[src/rtl/lr35902_lcd_pkg.sv]
`default_nettype none
// ============================================================================
// lr35902_lcd_pkg : shared LCD geometry constants and sink state encoding
// Revision 1.0
// ============================================================================
package lr35902_lcd_pkg;

  localparam int LCD_WIDTH       = 160;
  localparam int LCD_HEIGHT      = 144;
  localparam int PX_PER_BYTE     = 4;
  localparam int BYTES_PER_FRAME = (LCD_WIDTH * LCD_HEIGHT) / PX_PER_BYTE;

  localparam logic [7:0]  X_LAST   = 8'(LCD_WIDTH - 1);
  localparam logic [7:0]  Y_LAST   = 8'(LCD_HEIGHT - 1);
  localparam logic [1:0]  SUB_LAST = 2'(PX_PER_BYTE - 1);
  localparam int          WRQ_W    = 13 + 8;

  typedef enum logic [1:0] {
    ST_OFF       = 2'd0,
    ST_ACTIVE    = 2'd1,
    ST_WAIT_SYNC = 2'd2
  } lcd_state_e;

endpackage
`default_nettype wire

[src/rtl/lr35902_lcd_wrq.sv]
`default_nettype none
// ============================================================================
// lr35902_lcd_wrq : two-entry write queue; head is always visible on data_o
// Revision 1.0
// ============================================================================
module lr35902_lcd_wrq #(
  parameter int               WIDTH   = 21,
  parameter logic [WIDTH-1:0] RST_VAL = '0
) (
  input  logic             clk,
  input  logic             reset,
  input  logic             push_i,
  input  logic [WIDTH-1:0] data_i,
  input  logic             pop_i,
  output logic             full_o,
  output logic             valid_o,
  output logic [WIDTH-1:0] data_o
);

  logic [WIDTH-1:0] mem_q [2];
  logic             wr_ptr_q;
  logic             rd_ptr_q;
  logic [1:0]       count_q;
  logic [1:0]       count_d;
  logic             w_push;
  logic             w_pop;

  assign valid_o = (count_q != 2'd0);
  assign full_o  = (count_q == 2'd2);
  assign data_o  = mem_q[rd_ptr_q];

  // When full, a simultaneous pop frees the slot the write pointer targets.
  assign w_pop  = pop_i && valid_o;
  assign w_push = push_i && (!full_o || w_pop);

  always_comb begin
    count_d = count_q;
    case ({w_push, w_pop})
      2'b10:   count_d = count_q + 2'd1;
      2'b01:   count_d = count_q - 2'd1;
      default: count_d = count_q;
    endcase
  end

  always_ff @(posedge clk or posedge reset) begin
    if (reset) begin
      mem_q[0] <= RST_VAL;
      mem_q[1] <= RST_VAL;
      wr_ptr_q <= 1'b0;
      rd_ptr_q <= 1'b0;
      count_q  <= 2'd0;
    end else begin
      if (w_push) begin
        mem_q[wr_ptr_q] <= data_i;
        wr_ptr_q        <= ~wr_ptr_q;
      end
      if (w_pop) begin
        rd_ptr_q <= ~rd_ptr_q;
      end
      count_q <= count_d;
    end
  end

endmodule
`default_nettype wire

[src/rtl/lr35902_lcd_sink.sv]
`default_nettype none
// ============================================================================
// lr35902_lcd_sink : packs PPU pixels 4-per-byte and queues framebuffer writes
// Revision 1.0
// ============================================================================
module lr35902_lcd_sink
  import lr35902_lcd_pkg::*;
#(
  parameter logic [12:0] FB_BASE = 13'h0000
) (
  input  logic        clk,
  input  logic        reset,
  input  logic        disp_on,
  input  logic        px_out,
  input  logic [1:0]  px,
  input  logic        vsync,
  output logic [12:0] fb_adr,
  output logic [7:0]  fb_dout,
  output logic        fb_write,
  input  logic        fb_ready,
  output logic        frame_done,
  output logic        overflow
);

  lcd_state_e  state_q, state_d;
  logic [7:0]  x_q, x_d;
  logic [7:0]  y_q, y_d;
  logic [1:0]  sub_q, sub_d;
  logic [12:0] byte_q, byte_d;
  logic [5:0]  shift_q, shift_d;
  logic        frame_done_q, frame_done_d;
  logic        overflow_q, overflow_d;

  logic             w_push;
  logic             w_pop;
  logic             w_full;
  logic [WRQ_W-1:0] w_head;
  logic [12:0]      w_addr;

  assign w_addr = FB_BASE + byte_q;
  assign w_pop  = fb_write && fb_ready;

  always_comb begin
    state_d      = state_q;
    x_d          = x_q;
    y_d          = y_q;
    sub_d        = sub_q;
    byte_d       = byte_q;
    shift_d      = shift_q;
    frame_done_d = 1'b0;
    overflow_d   = overflow_q;
    w_push       = 1'b0;

    if (!disp_on) begin
      state_d = ST_OFF;
      x_d     = '0;
      y_d     = '0;
      sub_d   = '0;
      byte_d  = '0;
      if (state_q != ST_OFF) begin
        overflow_d = 1'b0;
      end
    end else begin
      case (state_q)
        ST_OFF: begin
          state_d = ST_ACTIVE;
          x_d     = '0;
          y_d     = '0;
          sub_d   = '0;
          byte_d  = '0;
        end
        ST_ACTIVE: begin
          if (vsync) begin
            x_d    = '0;
            y_d    = '0;
            sub_d  = '0;
            byte_d = '0;
          end else if (px_out) begin
            shift_d = {shift_q[3:0], px};
            if (sub_q == SUB_LAST) begin
              w_push = 1'b1;
              sub_d  = '0;
              byte_d = byte_q + 13'd1;
            end else begin
              sub_d = sub_q + 2'd1;
            end
            if (x_q == X_LAST) begin
              x_d = '0;
              // Line width is a multiple of 4, so the last pixel always closes a byte.
              if (y_q == Y_LAST) begin
                y_d          = '0;
                byte_d       = '0;
                state_d      = ST_WAIT_SYNC;
                frame_done_d = 1'b1;
              end else begin
                y_d = y_q + 8'd1;
              end
            end else begin
              x_d = x_q + 8'd1;
            end
          end
        end
        ST_WAIT_SYNC: begin
          if (vsync) begin
            state_d = ST_ACTIVE;
            x_d     = '0;
            y_d     = '0;
            sub_d   = '0;
            byte_d  = '0;
          end
        end
        default: state_d = ST_OFF;
      endcase
    end

    if (w_push && w_full && !w_pop) begin
      overflow_d = 1'b1;
    end
  end

  always_ff @(posedge clk or posedge reset) begin
    if (reset) begin
      state_q      <= ST_OFF;
      x_q          <= '0;
      y_q          <= '0;
      sub_q        <= '0;
      byte_q       <= '0;
      shift_q      <= '0;
      frame_done_q <= 1'b0;
      overflow_q   <= 1'b0;
    end else begin
      state_q      <= state_d;
      x_q          <= x_d;
      y_q          <= y_d;
      sub_q        <= sub_d;
      byte_q       <= byte_d;
      shift_q      <= shift_d;
      frame_done_q <= frame_done_d;
      overflow_q   <= overflow_d;
    end
  end

  lr35902_lcd_wrq #(
    .WIDTH   (WRQ_W),
    .RST_VAL ({FB_BASE, 8'h00})
  ) u_wrq (
    .clk     (clk),
    .reset   (reset),
    .push_i  (w_push),
    .data_i  ({w_addr, shift_q, px}),
    .pop_i   (w_pop),
    .full_o  (w_full),
    .valid_o (fb_write),
    .data_o  (w_head)
  );

  assign fb_adr     = w_head[WRQ_W-1:8];
  assign fb_dout    = w_head[7:0];
  assign frame_done = frame_done_q;
  assign overflow   = overflow_q;

endmodule
`default_nettype wire

[config.mk]
export PLATFORM = sky130hd
export DESIGN_NAME = lr35902_lcd_sink
export DESIGN_NICKNAME = d
export VERILOG_FILES = /design/src/rtl/lr35902_lcd_pkg.sv /design/src/rtl/lr35902_lcd_wrq.sv /design/src/rtl/lr35902_lcd_sink.sv
export SDC_FILE = /design/constraint.sdc
export NUM_CORES = 1
export LEC_CHECK = 0
export CORE_MARGIN = 3
export CORE_UTILIZATION = 27
export CTS_BUF_LIST = sky130_fd_sc_hd__clkbuf_16
export DETAILED_ROUTE_END_ITERATION = 7
export GPL_TIMING_DRIVEN = 0
export PLACE_DENSITY_LB_ADDON = 0.2
export SLEW_MARGIN = 20
export SYNTH_ARGS = -nofsm -noshare
export SYNTH_HDL_FRONTEND = slang
export SYNTH_HIERARCHICAL = 1
export SYNTH_SLANG_ARGS = --single-unit
[constraint.sdc]
create_clock -name clk -period 2.45 [get_ports clk]
set_input_delay 0.245 -clock clk [delete_from_list [all_inputs] [get_ports clk]]
set_output_delay 0.245 -clock clk [all_outputs]
set_load 0.05 [all_outputs]
* Yosys cells after proc, flatten, opt, wreduce, memory -nomap -nowiden
Index checks and enable logic that the tools add are counted.
W data, S select, Z words.
** Word-level totals
- Input bits :: 8
- Logic and storage cells :: 117
- Output and inout bits :: 24
- Bits in registers :: 87
** Operators by class
- Magnitude comparators :: 3
- Bitwise operators :: 5
- Equal/unequal tests :: 17
- Multiplexer cells :: 54
- Reduce and logical (&&, ||, !) cells :: 19
- Add/subtract/negate cells :: 6
** Operators by type and width (number)
- $mux W13 :: 7
- $mux W21 :: 4
- $mux W8 :: 10
- $pmux W8 S3 :: 2
- $bwmux W42 :: 1
- $pmux W13 S3 :: 1
- $mux W2 :: 11
- $demux W21 S1 :: 1
- $add A8 B1 Y8 const B :: 2
- $eq A8 B8 Y1 const B :: 2
- $ne A3 B3 Y1 const B :: 5
- $mux W1 :: 14
- $add A13 B1 Y13 const B :: 1
- $pmux W2 S3 :: 2
- $eq A2 B2 Y1 const B :: 4
- $ne A4 B4 Y1 const B :: 2
- $reduce_and A4 Y1 :: 2
- $reduce_bool A2 Y1 :: 4
- $logic_and A1 B1 Y1 :: 6
- $reduce_and A5 Y1 :: 1
- $add A2 B1 Y2 const B :: 2
- $eq A2 B1 Y1 const B :: 2
- $ge A2 B2 Y1 const B :: 2
- $ne A4 B1 Y1 const B :: 1
- other kinds (11) :: 15

* Longest topological paths before layout
Gate-level depths: netlist of the first run.
- Depth after elaboration :: 10
- Mapped depth :: 9
- Depth with buffers taken out :: 9

* Modules after synthesis
The synthesis of the first run kept the hierarchy.
** Modules (own cells, without submodules)
- lr35902_lcd_wrq :: sequential area each 1151.1 sq um, times used 1, area each 2202.1 sq um, cells an instance 131
- lr35902_lcd_sink :: sequential area each 1026.0 sq um, times used 1, area each 2084.5 sq um, cells an instance 216

* Least setup slack after synthesis of the first run
No wires, ideal clock.
- Path type :: reg2reg
- Start :: reg u_wrq.count_q[0]
- End :: reg u_wrq.count_q[1]
- Slack :: 0.361 ns
- Buffers on the path :: 0
- Stages on the path, launching flop included :: 9
- Data arrival time :: 2.010 ns
- Clock period less this slack :: 2.089 ns
- Path through :: dfrtp_1 or2_2 nand2_1 inv_1 nor3b_4 nand2b_1 ha_1 nor2_1 xor2_1
** Between the ends
- Word-level cells in the longest chain between the ends :: 7
** RTL lines
- start, declared :: line lr35902_lcd_wrq.sv:23 : logic [1:0] count_q;
- start signal, assigned :: line lr35902_lcd_wrq.sv:60 : count_q <= count_d;
- $reduce_bool A2 Y1 * :: line lr35902_lcd_wrq.sv:28 : assign valid_o = (count_q != 2'd0);
- net fb_write :: line lr35902_lcd_sink.sv:19 : output logic fb_write,
- $logic_and A1 B1 Y1 * :: line lr35902_lcd_sink.sv:41 : assign w_pop = fb_write && fb_ready;
- net w_pop :: line lr35902_lcd_sink.sv:35 : logic w_pop;
- $logic_and A1 B1 Y1 * :: line lr35902_lcd_wrq.sv:33 : assign w_pop = pop_i && valid_o;
- $logic_or A1 B1 Y1 :: line lr35902_lcd_wrq.sv:34 : assign w_push = push_i && (!full_o || w_pop);
- $logic_and A1 B1 Y1 :: line lr35902_lcd_wrq.sv:34
- $eq A2 B1 Y1 or $eq A2 B2 Y1 (tied branches) :: line lr35902_lcd_wrq.sv:38 : case ({w_push, w_pop})
- $pmux W2 S2 or $reduce_bool A2 Y1 (tied branches)
Mark *: on every way through the listed nets, which the timed path passes. The rest lies on a longest branch.
A chain may end at the register's enable or synchronous reset.

* Worst setup path after layout of the first run
- Start :: reg u_wrq.rd_ptr_q
- End :: out fb_adr[6]
** Between the ends
- Word-level cells in the longest chain between the ends :: 4
** RTL lines
- start, declared :: line lr35902_lcd_wrq.sv:22 : logic rd_ptr_q;
- start signal, assigned :: line lr35902_lcd_wrq.sv:58 : rd_ptr_q <= ~rd_ptr_q;
- $not A1 Y2 (not written as such) :: line lr35902_lcd_wrq.sv:30 : assign data_o = mem_q[rd_ptr_q];
- $mux W21 (not written as such) (3 in series) :: line lr35902_lcd_wrq.sv:30
- end, declared :: line lr35902_lcd_sink.sv:17 : output logic [12:0] fb_adr,
No other way between the ends. The select of a mux whose other input is x is not followed.

==> summary.json, run 1 <==
{
  "yosys.cell_types.count": {"value": 47},
  "post-route-drc-count": {"value": 0},
  "antennaDiodeCount": {"value": 0},
  "io_pins": {"value": 32},
  "critical_path.top_delay_family": {"value": "buffers and inverters"},
  "max_freq": {"value": 0.457, "unit": "GHz"},
  "grt_max_degree": {"value": 34},
  "cts_repair_resize_count": {"value": 19},
  "cts_tree": {"value": "yes"},
  "cellLeakagePower": {"value": 2.32, "unit": "nW"},
  "die_area": {"value": 0.0174, "unit": "mm2"},
  "globalRouteTotalUtil": {"value": 11.6, "unit": "%"},
  "slew-limit-headroom": {"value": 53.0, "unit": "%"},
  "synth_seq_cells": {"value": 87},
  "cp.arrival": {"value": 1940, "unit": "ps"},
  "finish.utilization": {"value": 33.4, "unit": "%"},
  "num_rows": {"value": 45},
  "grt_setup_unrepaired": {"value": "false"},
  "fin_crit_sh": {"value": 89.3, "unit": "%"},
  "chipWidth": {"value": 132, "unit": "um"},
  "drive_gt1_share": {"value": 25.3, "unit": "%"},
  "synth_top_flop_cell": {"value": "sky130_fd_sc_hd__dfrtp_1"},
  "initial_core_util": {"value": 27.9, "unit": "%"},
  "skew": {"value": 9.26, "unit": "ps"},
  "drtPass1Iterations": {"value": 4},
  "insertion_delay": {"value": 340, "unit": "ps"},
  "postPlaceCellArea": {"value": 0.00490, "unit": "mm2"},
  "synth_fp_nets": {"value": 360},
  "ctsLongestPathBuffers": {"value": 2},
  "syn2layout_area_growth": {"value": 19.9, "unit": "%"},
  "setup.worst_path.class": {"value": "register to output port"},
  "drv.max_cap_violation_count": {"value": 0},
  "period_minus_slack": {"value": 2190, "unit": "ps"},
  "global_route.overflow_total": {"value": 0},
  "path_cells": {"value": "buf_2, mux2_2, dlygate4sd2_1"},
  "cts_htree_levels": {"value": 3},
  "hold_buffer_count_at_cts": {"value": 0},
  "final_net_count": {"value": 404},
  "initial_antenna_violation_count": {"value": 0},
  "number_of_cells_produced_by_synthesis": {"value": 347},
  "n_fill_cell": {"value": 1568},
  "synthArstFlopShare": {"value": 100, "unit": "%"},
  "vert_die_dim": {"value": 132, "unit": "um"},
  "power_density": {"value": 553, "unit": "mW/mm2"},
  "cts.root.buffer_cell": {"value": "sky130_fd_sc_hd__clkbuf_16"},
  "required": {"value": 2200, "unit": "ps"},
  "yosys.area.top_type_share": {"value": 50.8, "unit": "%"},
  "synthesis.yosys.warnings": {"value": 6},
  "vias": {"value": 2830},
  "post_cts_buffers": {"value": 0},
  "run_status": {"value": "finished clean"},
  "ys_top_cells_by_area": {"value": "sky130_fd_sc_hd__dfrtp_1 51%, sky130_fd_sc_hd__mux2_4 14%, sky130_fd_sc_hd__mux2_2 6.0%"},
  "place.detailed.hpwl": {"value": 6.54, "unit": "mm"},
  "max_stage_delay": {"value": 440, "unit": "ps"},
  "cts_buffers": {"value": 9},
  "synth_edf_count": {"value": 0},
  "finalWeightedCongestion": {"value": 0.728},
  "avgViaCountPerCell": {"value": 4.67},
  "ff_latch_area": {"value": 0.00218, "unit": "mm2"},
  "routedWlPerCell": {"value": 15.6, "unit": "um"},
  "postRouteAntennaNets": {"value": 0},
  "first_global_vias": {"value": 2988},
  "syn-cell-area": {"value": 0.00429, "unit": "mm2"},
  "grt_first_pass_wirelength": {"value": 16.2, "unit": "mm"},
  "area_of_the_multi_input_gates": {"value": 0.00199, "unit": "mm2"},
  "min-delay-path-class": {"value": "input pin to async pin"},
  "critical-path-slowest-cell": {"value": "sky130_fd_sc_hd__dfrtp_1"},
  "detailedRoute.firstIterationViolations": {"value": 139},
  "clkSlewWorstSetupHoldPaths": {"value": 60, "unit": "ps"},
  "vdd_drop_max": {"value": 0.000355, "unit": "V"},
  "postLayoutCellArea": {"value": 0.00514, "unit": "mm2"},
  "synth_largest_area_cell": {"value": "sky130_fd_sc_hd__dfrtp_1"},
  "core_region_area": {"value": 0.0154, "unit": "mm2"},
  "critPathMaxFanout": {"value": 10},
  "syn-mean-instance-area": {"value": 12.4, "unit": "um2"},
  "tightestPinTransition": {"value": 704, "unit": "ps"},
  "numPortBuffers": {"value": 31},
  "critical_path.endpoint_type": {"value": "output port"},
  "wl": {"value": 9.43, "unit": "mm"},
  "critical_path.startpoint_type": {"value": "register"},
  "timing.final.setup_violations": {"value": 0},
  "slew_violations": {"value": 0},
  "cts_num_sinks": {"value": 87},
  "sequential_to_total_area_share_from_yosys_stat": {"value": 50.8, "unit": "%"},
  "hold_violation_total_from_the_final_report": {"value": 0},
  "critPathBufInv": {"value": 2}
}
==> cell usage after synthesis (2+ instances only) <==
library cell                n
sky130_fd_sc_hd__nand4_1    2
sky130_fd_sc_hd__and4_1     3
sky130_fd_sc_hd__nand2_1   34
sky130_fd_sc_hd__nor3_1     3
sky130_fd_sc_hd__buf_6      5
sky130_fd_sc_hd__or4_1     11
sky130_fd_sc_hd__ha_1       5
sky130_fd_sc_hd__xnor2_1    3
sky130_fd_sc_hd__o211ai_1   3
sky130_fd_sc_hd__nor2b_1    4
sky130_fd_sc_hd__dfrtp_1   87
sky130_fd_sc_hd__nor3b_4    2
sky130_fd_sc_hd__a22o_1     2
sky130_fd_sc_hd__o21a_1     4
sky130_fd_sc_hd__xor2_1     5
sky130_fd_sc_hd__nand3_1    8
sky130_fd_sc_hd__or3_1      7
sky130_fd_sc_hd__and2_1     2
sky130_fd_sc_hd__o31ai_1   13
sky130_fd_sc_hd__inv_1      8
sky130_fd_sc_hd__buf_2      5
sky130_fd_sc_hd__nor2_1     6
sky130_fd_sc_hd__clkbuf_1   2
sky130_fd_sc_hd__or2_2      2
sky130_fd_sc_hd__mux2_2    23
sky130_fd_sc_hd__o21ai_0   15
sky130_fd_sc_hd__a21oi_1   20
sky130_fd_sc_hd__mux2_4    40
sky130_fd_sc_hd__and3_1     4
sky130_fd_sc_hd__mux2i_1    2
==> worst register-to-register path, stage by stage (launching register included) <==
cell                      delay (ps)
sky130_fd_sc_hd__dfrtp_1         410
sky130_fd_sc_hd__or4b_1          540
sky130_fd_sc_hd__or4_4           490
sky130_fd_sc_hd__a21oi_4         340
sky130_fd_sc_hd__buf_6           200
sky130_fd_sc_hd__a21oi_1          50
==> final timing paths <==
| kind | start | to | slack, ps | cells after the start |
|---|---|---|---|---|
| max in group asynchronous | reset | x_q[2] | 1710 | 3 |
| worst min-delay path | reset | u_wrq/mem_q[6] | 240 | 2 |
| worst max-delay path | u_wrq/rd_ptr_q | fb_adr[6] | 260 | 3 |
| min in group clk | u_wrq/mem_q[35] | u_wrq/mem_q[35] | 500 | 1 |
| worst max register to register | y_q[6] | y_q[3] | 300 | 5 |
| worst min register to register | u_wrq/mem_q[35] | u_wrq/mem_q[35] | 500 | 1 |
==> stage by stage <==
step	power [W]	setup TNS, ps	hold WS [ps]	std cells	worst slack [ps]
2_1_floorplan	0.00157	0	350	347	361
3_3_place_gp	0.00162	-2330	488	589	-90.7
3_5_place_dp	0.00163	-2200	492	591	-92.1
4_1_cts	0.00290	0	243	606	217
5_1_grt	0.00298	0	267	606	155
6_report	0.00284	0	237	606	262
==> flip-flops by register name, summed over array words and instances (netlist names), 2 cells and up <==
signal         count
sub_q              2
x_q                8
y_q                8
state_q            2
u_wrq/mem_q       42
u_wrq/count_q      2
byte_q            13
shift_q            6
==> power breakdown <==
| part | total, W | leakage (nW) | switching (W) | internal (W) |
|---|---|---|---|---|
| sequential | 0.00149 | 1.21 | 0.0000244 | 0.00146 |
| clock | 0.00125 | 0.127 | 0.000570 | 0.000678 |
| combinational | 0.000111 | 0.991 | 0.0000730 | 0.0000379 |
==> layout by cell type (no fill, tap or decap), drive strengths merged, types with 8 or more instances in the layout <==
cell           Yosys  final
a21oi             21     21
buf               11     13
clkbuf             2     11
clkdlybuf4s50      0     12
dfrtp             87     87
dlygate4sd2        0     19
inv                8      9
mux2              63     63
nand2             34     34
nand3              8      8
o21ai             16     16
o31ai             13     13
or4               13     13
==> final cells by class <==
type                       count  share of cell area (%)
clock buffer                   9                    4.38
timing repair buffer          33                    6.35
sequential                    87                    42.4
buffer                        13                    1.80
inverter                       8                   0.584
tap                          211                    5.14
multi-input combinational    239                    38.7
clock inverter                 6                   0.730
==> cell families after synthesis <==
kind of cell | after synthesis | synth area share, %
and+or+nand+nor | 98 | 13.3
DFF | 87 | 50.8
muxes | 65 | 20.5
AOI/OAI and AO/OA | 63 | 9.40
buffers and inverters | 21 | 2.86
xor gates and xnor gates | 8 | 1.63
adders and majority gates | 5 | 1.46
==> routing by layer <==
metal | track usage (%) | routed length [um] | share of wire [%]
met4 | 2.98 | 117 | 1.2
met2 | 17.6 | 4370 | 46
met3 | 4.05 | 373 | 4.0
met1 | 15.8 | 4570 | 48
met5 | 0 | 0 | 0
No activity file was read; power rests on OpenSTA's default activity.
==> run 2: changes to the inputs <==
--- a/config.mk
+++ b/config.mk
@@ -5,7 +5,6 @@
 export SDC_FILE = /design/constraint.sdc
 export NUM_CORES = 1
 export LEC_CHECK = 0
-export CORE_MARGIN = 3
 export CORE_UTILIZATION = 27
 export CTS_BUF_LIST = sky130_fd_sc_hd__clkbuf_16
 export DETAILED_ROUTE_END_ITERATION = 7
@@ -14,5 +13,4 @@
 export SLEW_MARGIN = 20
 export SYNTH_ARGS = -nofsm -noshare
 export SYNTH_HDL_FRONTEND = slang
-export SYNTH_HIERARCHICAL = 1
 export SYNTH_SLANG_ARGS = --single-unit
==> constraint.sdc (replaced) <==
create_clock -name clk -period 2.2 [get_ports clk]
set_input_delay 0.22 -clock clk [delete_from_list [all_inputs] [get_ports clk]]
set_output_delay 0.22 -clock clk [all_outputs]
set_load 0.05 [all_outputs]
==> run 2 against run 1 <==
The flow now finishes with violations (DRC). Synthesized cell count is 1.2% lower. Via count increased by 3.4%. Flip-flop and latch count is the same. Combinational power rose to 4.1 times the previous value. Setup slack worse by 160 ps. Sequential power grew 17%. Power increased by 32%. Largest cell class unchanged. Largest power group unchanged. Highest routed layer unchanged.
==> summary.json, run 2 <==
{
  "cp.arrival": {"value": 2370, "unit": "ps"},
  "globalRouteTotalUtil": {"value": 12.8, "unit": "%"},
  "hold_buffer_count_at_cts": {"value": 0},
  "postPlaceCellArea": {"value": 0.00473, "unit": "mm2"},
  "slew-limit-headroom": {"value": 61.3, "unit": "%"},
  "vias": {"value": 2925},
  "required": {"value": 2470, "unit": "ps"},
  "antennaDiodeCount": {"value": 0},
  "global_route.overflow_total": {"value": 0},
  "initial_core_util": {"value": 28.0, "unit": "%"},
  "synth_edf_count": {"value": 0},
  "final_common_cell": {"value": "sky130_fd_sc_hd__dfrtp_1"},
  "power_density": {"value": 737, "unit": "mW/mm2"},
  "setup.worst_path.class": {"value": "register to register"},
  "place.detailed.hpwl": {"value": 6.42, "unit": "mm"},
  "most-common-layout-cells": {"value": "87 x sky130_fd_sc_hd__dfrtp_1, 67 x sky130_fd_sc_hd__mux2_2, 22 x sky130_fd_sc_hd__nand2_1"},
  "cts.root.buffer_cell": {"value": "sky130_fd_sc_hd__clkbuf_16"},
  "drtPass1Iterations": {"value": 8},
  "synth_fp_nets": {"value": 356},
  "cts_htree_levels": {"value": 3},
  "number_of_cells_produced_by_synthesis": {"value": 343},
  "cts_tree": {"value": "yes"},
  "yosysMostFrequentCell": {"value": "sky130_fd_sc_hd__dfrtp_1"},
  "drv.max_cap_violation_count": {"value": 0},
  "largest_reg_flops": {"value": 42},
  "chipWidth": {"value": 126, "unit": "um"},
  "syn-mean-instance-area": {"value": 12.0, "unit": "um2"},
  "drive_gt1_share": {"value": 28.8, "unit": "%"},
  "yosys.area.top_type_share": {"value": 52.7, "unit": "%"},
  "post-route-drc-count": {"value": 3},
  "tightestPinTransition": {"value": 575, "unit": "ps"},
  "ctsLongestPathBuffers": {"value": 2},
  "core_region_area": {"value": 0.0148, "unit": "mm2"},
  "initial_antenna_violation_count": {"value": 0},
  "synth_top_flop_cell": {"value": "sky130_fd_sc_hd__dfrtp_1"},
  "hold_violation_total_from_the_final_report": {"value": 0},
  "synth_seq_cells": {"value": 87},
  "fin_hold_ws": {"value": 191, "unit": "ps"},
  "grt_setup_unrepaired": {"value": "true"},
  "grt_first_pass_wirelength": {"value": 15.9, "unit": "mm"},
  "slew_violations": {"value": 0},
  "wl": {"value": 9.20, "unit": "mm"},
  "numPortBuffers": {"value": 31},
  "io_pins": {"value": 32},
  "timing.final.setup_violations": {"value": 0},
  "critPathMaxFanout": {"value": 10},
  "cellLeakagePower": {"value": 2.30, "unit": "nW"},
  "rr_worst_depth": {"value": 6},
  "period_minus_slack": {"value": 2100, "unit": "ps"},
  "reg2reg_slack": {"value": 100, "unit": "ps"},
  "yosys.cell_types.count": {"value": 48},
  "cts_buffers": {"value": 9},
  "finish.utilization": {"value": 34.5, "unit": "%"},
  "die_area": {"value": 0.0158, "unit": "mm2"},
  "synth_largest_area_cell": {"value": "sky130_fd_sc_hd__dfrtp_1"},
  "max_freq": {"value": 0.477, "unit": "GHz"},
  "sequential_to_total_area_share_from_yosys_stat": {"value": 52.7, "unit": "%"},
  "synthArstFlopShare": {"value": 100, "unit": "%"},
  "syn2layout_area_growth": {"value": 23.4, "unit": "%"},
  "insertion_delay": {"value": 340, "unit": "ps"},
  "cts_num_sinks": {"value": 87},
  "critical_path.startpoint_type": {"value": "register"},
  "final_net_count": {"value": 407},
  "detailedRoute.firstIterationViolations": {"value": 119},
  "min-delay-path-class": {"value": "input pin to async pin"},
  "vert_die_dim": {"value": 126, "unit": "um"},
  "synthesis.yosys.warnings": {"value": 0},
  "violations": {"value": "DRC"},
  "crit_start": {"value": "sub_q[0]"},
  "vdd_drop_max": {"value": 0.000371, "unit": "V"},
  "clkSlewWorstSetupHoldPaths": {"value": 70, "unit": "ps"},
  "critical_path.endpoint_type": {"value": "register"},
  "routedWlPerCell": {"value": 15.8, "unit": "um"},
  "largest-register": {"value": "u_wrq.mem_q"},
  "num_rows": {"value": 44},
  "reg.largest.list": {"value": "u_wrq.mem_q (42), byte_q (13)"},
  "run_status": {"value": "complete, but fails checks"},
  "syn-cell-area": {"value": 0.00413, "unit": "mm2"},
  "fin_crit_sh": {"value": 95.3, "unit": "%"},
  "skew": {"value": 7.78, "unit": "ps"},
  "ys_top_cells_by_area": {"value": "sky130_fd_sc_hd__dfrtp_1 53%, sky130_fd_sc_hd__mux2_2 18%, sky130_fd_sc_hd__o31ai_1 3.6%"},
  "synth_top_cells_by_count": {"value": "87 x sky130_fd_sc_hd__dfrtp_1, 67 x sky130_fd_sc_hd__mux2_2, 22 x sky130_fd_sc_hd__nand2_1"},
  "r2r_start": {"value": "sub_q[0]"},
  "avgViaCountPerCell": {"value": 5.02},
  "setup_ws": {"value": 103, "unit": "ps"},
  "postRouteAntennaNets": {"value": 0},
  "finalWeightedCongestion": {"value": 0.738},
  "grt_max_degree": {"value": 29},
  "reg2reg_to": {"value": "byte_q[3]"},
  "postLayoutCellArea": {"value": 0.00509, "unit": "mm2"},
  "first_global_vias": {"value": 2997},
  "post-place-ws": {"value": -384, "unit": "ps"}
}
## run 2: cell types whose count changed after synthesis, sizes merged, moves of 3 or more
cell / delta
and3: -3
clkbuf: +3
mux2: +6
nand2: -12
nand3: +3
nand4: +4
nor2: +5
o21ai: -6
o31ai: +7
or3: -5
or4: +3
## run 2: cells by family after synthesis
logic type	synth area share [%]
simple gates	13.2
flops	52.7
mux	18.8
compound gates	9.88
buf+inv	2.39
xor+xnor	1.48
fa+ha+maj	1.52
## run 2: metal layers
layer | wire length (um) | global-route usage [%]
met1 | 4360 | 17.0
met2 | 4450 | 20.9
met3 | 275 | 2.68
met4 | 116 | 4.30
met5 | 0 | 0
## run 2: timing repair
item,4_1_cts,5_1_grt
gates resized for setup,22,14
setup endpoints to repair,31,65
buffers inserted,2,4
pin swaps,2,2
## run 2: final cells by class
cell class                      count  area (um2)
Buffer                             15        96.3
Clock buffer                        9         225
Clock inverter                      7        80.1
Fill cell                        1481        9660
Inverter                            6        26.3
Multi-Input combinational cell    235        1870
Sequential cell                    87        2180
Tap cell                          184         230
Timing Repair Buffer               40         392
## run 2: how the worst max path moves through the flow
stage / depth (start not counted) / slack (ps) / end
floorplan: 5 / 260 / y_q[4]
global placement: 7 / -390 / u_wrq.mem_q[3]
detailed placement: 7 / -380 / u_wrq.mem_q[3]
CTS: 6 / 20 / u_wrq.mem_q[3]
global route: 6 / -40 / byte_q[3]
finish: 6 / 100 / byte_q[3]
## run 2: stage by stage
stage | instances | total power, W | TNS, ps
after floorplan | 343 | 0.00206 | 0
after global placement | 558 | 0.00220 | -25550
after detailed placement | 561 | 0.00222 | -21030
after CTS | 579 | 0.00382 | 0
after global routing | 583 | 0.00393 | -75.1
final | 583 | 0.00375 | 0
## run 2: critical path, stage by stage (launching register included)
cell                        delay (ps)
sky130_fd_sc_hd__dfrtp_1           380
sky130_fd_sc_hd__ha_1              150
sky130_fd_sc_hd__clkbuf_1          290
sky130_fd_sc_hd__o2111ai_2         340
sky130_fd_sc_hd__clkbuf_1          320
sky130_fd_sc_hd__or3_1             400
sky130_fd_sc_hd__a21oi_1           140
## run 2: report_power, final
| group | internal [W] | switching [W] | leakage (nW) |
|---|---|---|---|
| combinational | 0.000208 | 0.000245 | 0.953 |
| sequential | 0.00167 | 0.0000704 | 1.20 |
| clock | 0.000894 | 0.000666 | 0.150 |
==> run 3: changes to the inputs <==
--- a/config.mk
+++ b/config.mk
@@ -5,9 +5,11 @@
 export SDC_FILE = /design/constraint.sdc
 export NUM_CORES = 1
 export LEC_CHECK = 0
-export CORE_UTILIZATION = 27
+export CORE_MARGIN = 4
+export CORE_UTILIZATION = 40
 export CTS_BUF_LIST = sky130_fd_sc_hd__clkbuf_16
 export DETAILED_ROUTE_END_ITERATION = 7
+export GPL_ROUTABILITY_DRIVEN = 0
 export GPL_TIMING_DRIVEN = 0
 export PLACE_DENSITY_LB_ADDON = 0.2
 export SLEW_MARGIN = 20
==> run 3 against run 2 <==
The run now ends clean. Die area down 24%. Utilization up 16 points. Critical path type is now input pin to register. Worst hold slack better by 13 ps. Sequential share of layout area up 0.74 points. First-iteration DRC count up 18%. Power down 1.2%.
==> summary.json, run 3 (same netlist as run 2, synthesis figures left out) <==
{
  "clkSlewWorstSetupHoldPaths": {"value": 60, "unit": "ps"},
  "initial_antenna_violation_count": {"value": 0},
  "combPwrFrac": {"value": 11.9, "unit": "%"},
  "critical_path.startpoint_type": {"value": "input pin"},
  "core_region_area": {"value": 0.00991, "unit": "mm2"},
  "drv.max_cap_violation_count": {"value": 0},
  "grt_setup_unrepaired": {"value": "true"},
  "globalRouteTotalUtil": {"value": 16.4, "unit": "%"},
  "timing.final.setup_violations": {"value": 0},
  "antennaDiodeCount": {"value": 0},
  "largest-register": {"value": "u_wrq.mem_q"},
  "avgViaCountPerCell": {"value": 5.57},
  "die_area": {"value": 0.0120, "unit": "mm2"},
  "most-common-layout-cells": {"value": "86 x sky130_fd_sc_hd__dfrtp_1, 67 x sky130_fd_sc_hd__mux2_2, 22 x sky130_fd_sc_hd__nand2_1"},
  "grt_first_pass_wirelength": {"value": 15.4, "unit": "mm"},
  "cts_tree": {"value": "yes"},
  "cp.arrival": {"value": 2320, "unit": "ps"},
  "final_common_cell": {"value": "sky130_fd_sc_hd__dfrtp_1"},
  "cts.root.buffer_cell": {"value": "sky130_fd_sc_hd__clkbuf_16"},
  "detailedRoute.firstIterationViolations": {"value": 141},
  "final_net_count": {"value": 404},
  "placedCellCount": {"value": 510},
  "drive_gt1_share": {"value": 28.8, "unit": "%"},
  "post-route-drc-count": {"value": 0},
  "reg.largest.list": {"value": "u_wrq.mem_q (42), byte_q (13)"},
  "insertion_delay": {"value": 340, "unit": "ps"},
  "place.detailed.hpwl": {"value": 6.07, "unit": "mm"},
  "slew-limit-headroom": {"value": 66.6, "unit": "%"},
  "ctsLongestPathBuffers": {"value": 2},
  "largest_reg_flops": {"value": 42},
  "cts_buffers": {"value": 9},
  "critPathMaxFanout": {"value": 10},
  "first_global_vias": {"value": 3051},
  "cts_htree_levels": {"value": 3},
  "routedWlPerCell": {"value": 16.7, "unit": "um"},
  "setup.worst_path.class": {"value": "input pin to register"},
  "critical_path.endpoint_type": {"value": "register"},
  "power_density": {"value": 740, "unit": "mW/mm2"},
  "hold_violation_total_from_the_final_report": {"value": 0},
  "p_switching": {"value": 0.000952, "unit": "W"},
  "initial_core_util": {"value": 41.7, "unit": "%"},
  "tightestPinTransition": {"value": 499, "unit": "ps"},
  "clockPowerShare": {"value": 41.0, "unit": "%"},
  "required": {"value": 2420, "unit": "ps"},
  "vert_die_dim": {"value": 110, "unit": "um"},
  "cellLeakagePower": {"value": 2.29, "unit": "nW"},
  "total_power": {"value": 0.00371, "unit": "W"},
  "skew": {"value": 6.34, "unit": "ps"},
  "non_filler_cells_in_the_finished_layout": {"value": 529},
  "numPortBuffers": {"value": 31},
  "max_freq": {"value": 0.476, "unit": "GHz"},
  "global_route.overflow_total": {"value": 0},
  "period_minus_slack": {"value": 2100, "unit": "ps"},
  "drtPass1Iterations": {"value": 4},
  "io_pins": {"value": 32},
  "fin_crit_sh": {"value": 95.4, "unit": "%"},
  "power.share.switching": {"value": 25.7, "unit": "%"},
  "cts_num_sinks": {"value": 87},
  "wl": {"value": 8.85, "unit": "mm"},
  "vdd_drop_max": {"value": 0.000496, "unit": "V"},
  "min-delay-path-class": {"value": "input pin to async pin"},
  "internal_power": {"value": 0.00276, "unit": "W"},
  "vias": {"value": 2948},
  "grt_max_degree": {"value": 29},
  "run_status": {"value": "finished clean"},
  "num_rows": {"value": 36},
  "p_seq_share": {"value": 47.0, "unit": "%"},
  "postRouteAntennaNets": {"value": 0},
  "slew_violations": {"value": 0},
  "chipWidth": {"value": 110, "unit": "um"},
  "syn2layout_area_growth": {"value": 21.4, "unit": "%"}
}
-- run 3: cell types whose count changed in the layout (fill, tap and decap cells not counted), sizes merged --
cell and change:
dlymetal6s2s +1, clkinvlp +1, buf -1, clkdlybuf4s50 -1, clkinv -1, clkbuf -2
-- run 3: what timing repair did --
action | CTS | global route
pin swaps | 1 | 2
setup buffers | 2 | 2
endpoints found under the setup margin | 29 | 66
resized for setup | 21 | 15
hold buffers | 0 | 0
-- run 3: path summary, 6_finish.rpt --
path,startpoint,endpoint,slack (ps),depth (start not counted)
hold / removal,reset,y_q[3],200,2
hold reg to reg,sub_q[1],sub_q[1],490,2
min in group clk,disp_on,state_q[0],270,3
setup / recovery,vsync,u_wrq.mem_q[29],100,7
max in group asynchronous,reset,u_wrq.mem_q[7],1340,4
setup reg to reg,state_q[1],u_wrq.mem_q[29],110,6
-- run 3: final cells by class --
type / instances / area, um2
Clock inverter: 7 / 71.3
Clock buffer: 9 / 225
Inverter: 6 / 26.3
Tap cell: 133 / 166
Multi-Input combinational cell: 235 / 1870
Timing Repair Buffer: 38 / 387
Fill cell: 914 / 4900
Sequential cell: 87 / 2180
Buffer: 14 / 83.8
-- run 3: layer usage --
metal / GRT usage [%] / up-vias / wire length, um
li1: - / 1388 / -
met1: 23.1 / 1504 / 4210
met2: 25.2 / 48 / 4210
met3: 3.11 / 8 / 296
met4: 5.88 / 0 / 135
met5: 0 / - / 0
-- run 3: per-stage QoR --
stage / hold slack [ps] / util [%] / TNS, ps / instance area (um2) / setup WS [ps]
final: 205 / 50.6 / 0 / 5010 / 100
after global routing: 233 / 50.6 / -93.4 / 5010 / -16.0
after CTS: 208 / 50.1 / 0 / 4970 / 34.9
after detailed placement: 471 / 47.2 / -18200 / 4680 / -314
after global placement: 457 / 46.5 / -19060 / 4610 / -330
after floorplan: 287 / - / 0 / 4130 / 265
-- run 3: worst max-delay path, cell delays in order --
cell and delay, ps:
sky130_fd_sc_hd__clkdlybuf4s50_1 520, sky130_fd_sc_hd__and4bb_1 310, sky130_fd_sc_hd__buf_2 230, sky130_fd_sc_hd__nand4_1 220, sky130_fd_sc_hd__nor2_2 210, sky130_fd_sc_hd__buf_4 240
sky130_fd_sc_hd__mux2_2 360
-- run 3: power by group through the flow --
stage,Combinational [W],Clock [W],Sequential (W)
finish,0.000443,0.00152,0.00174
global route,0.000478,0.00163,0.00175
CTS,0.000453,0.00156,0.00174
global placement,0.000426,0,0.00177
detailed placement,0.000440,0,0.00177
floorplan,0.000316,0,0.00175
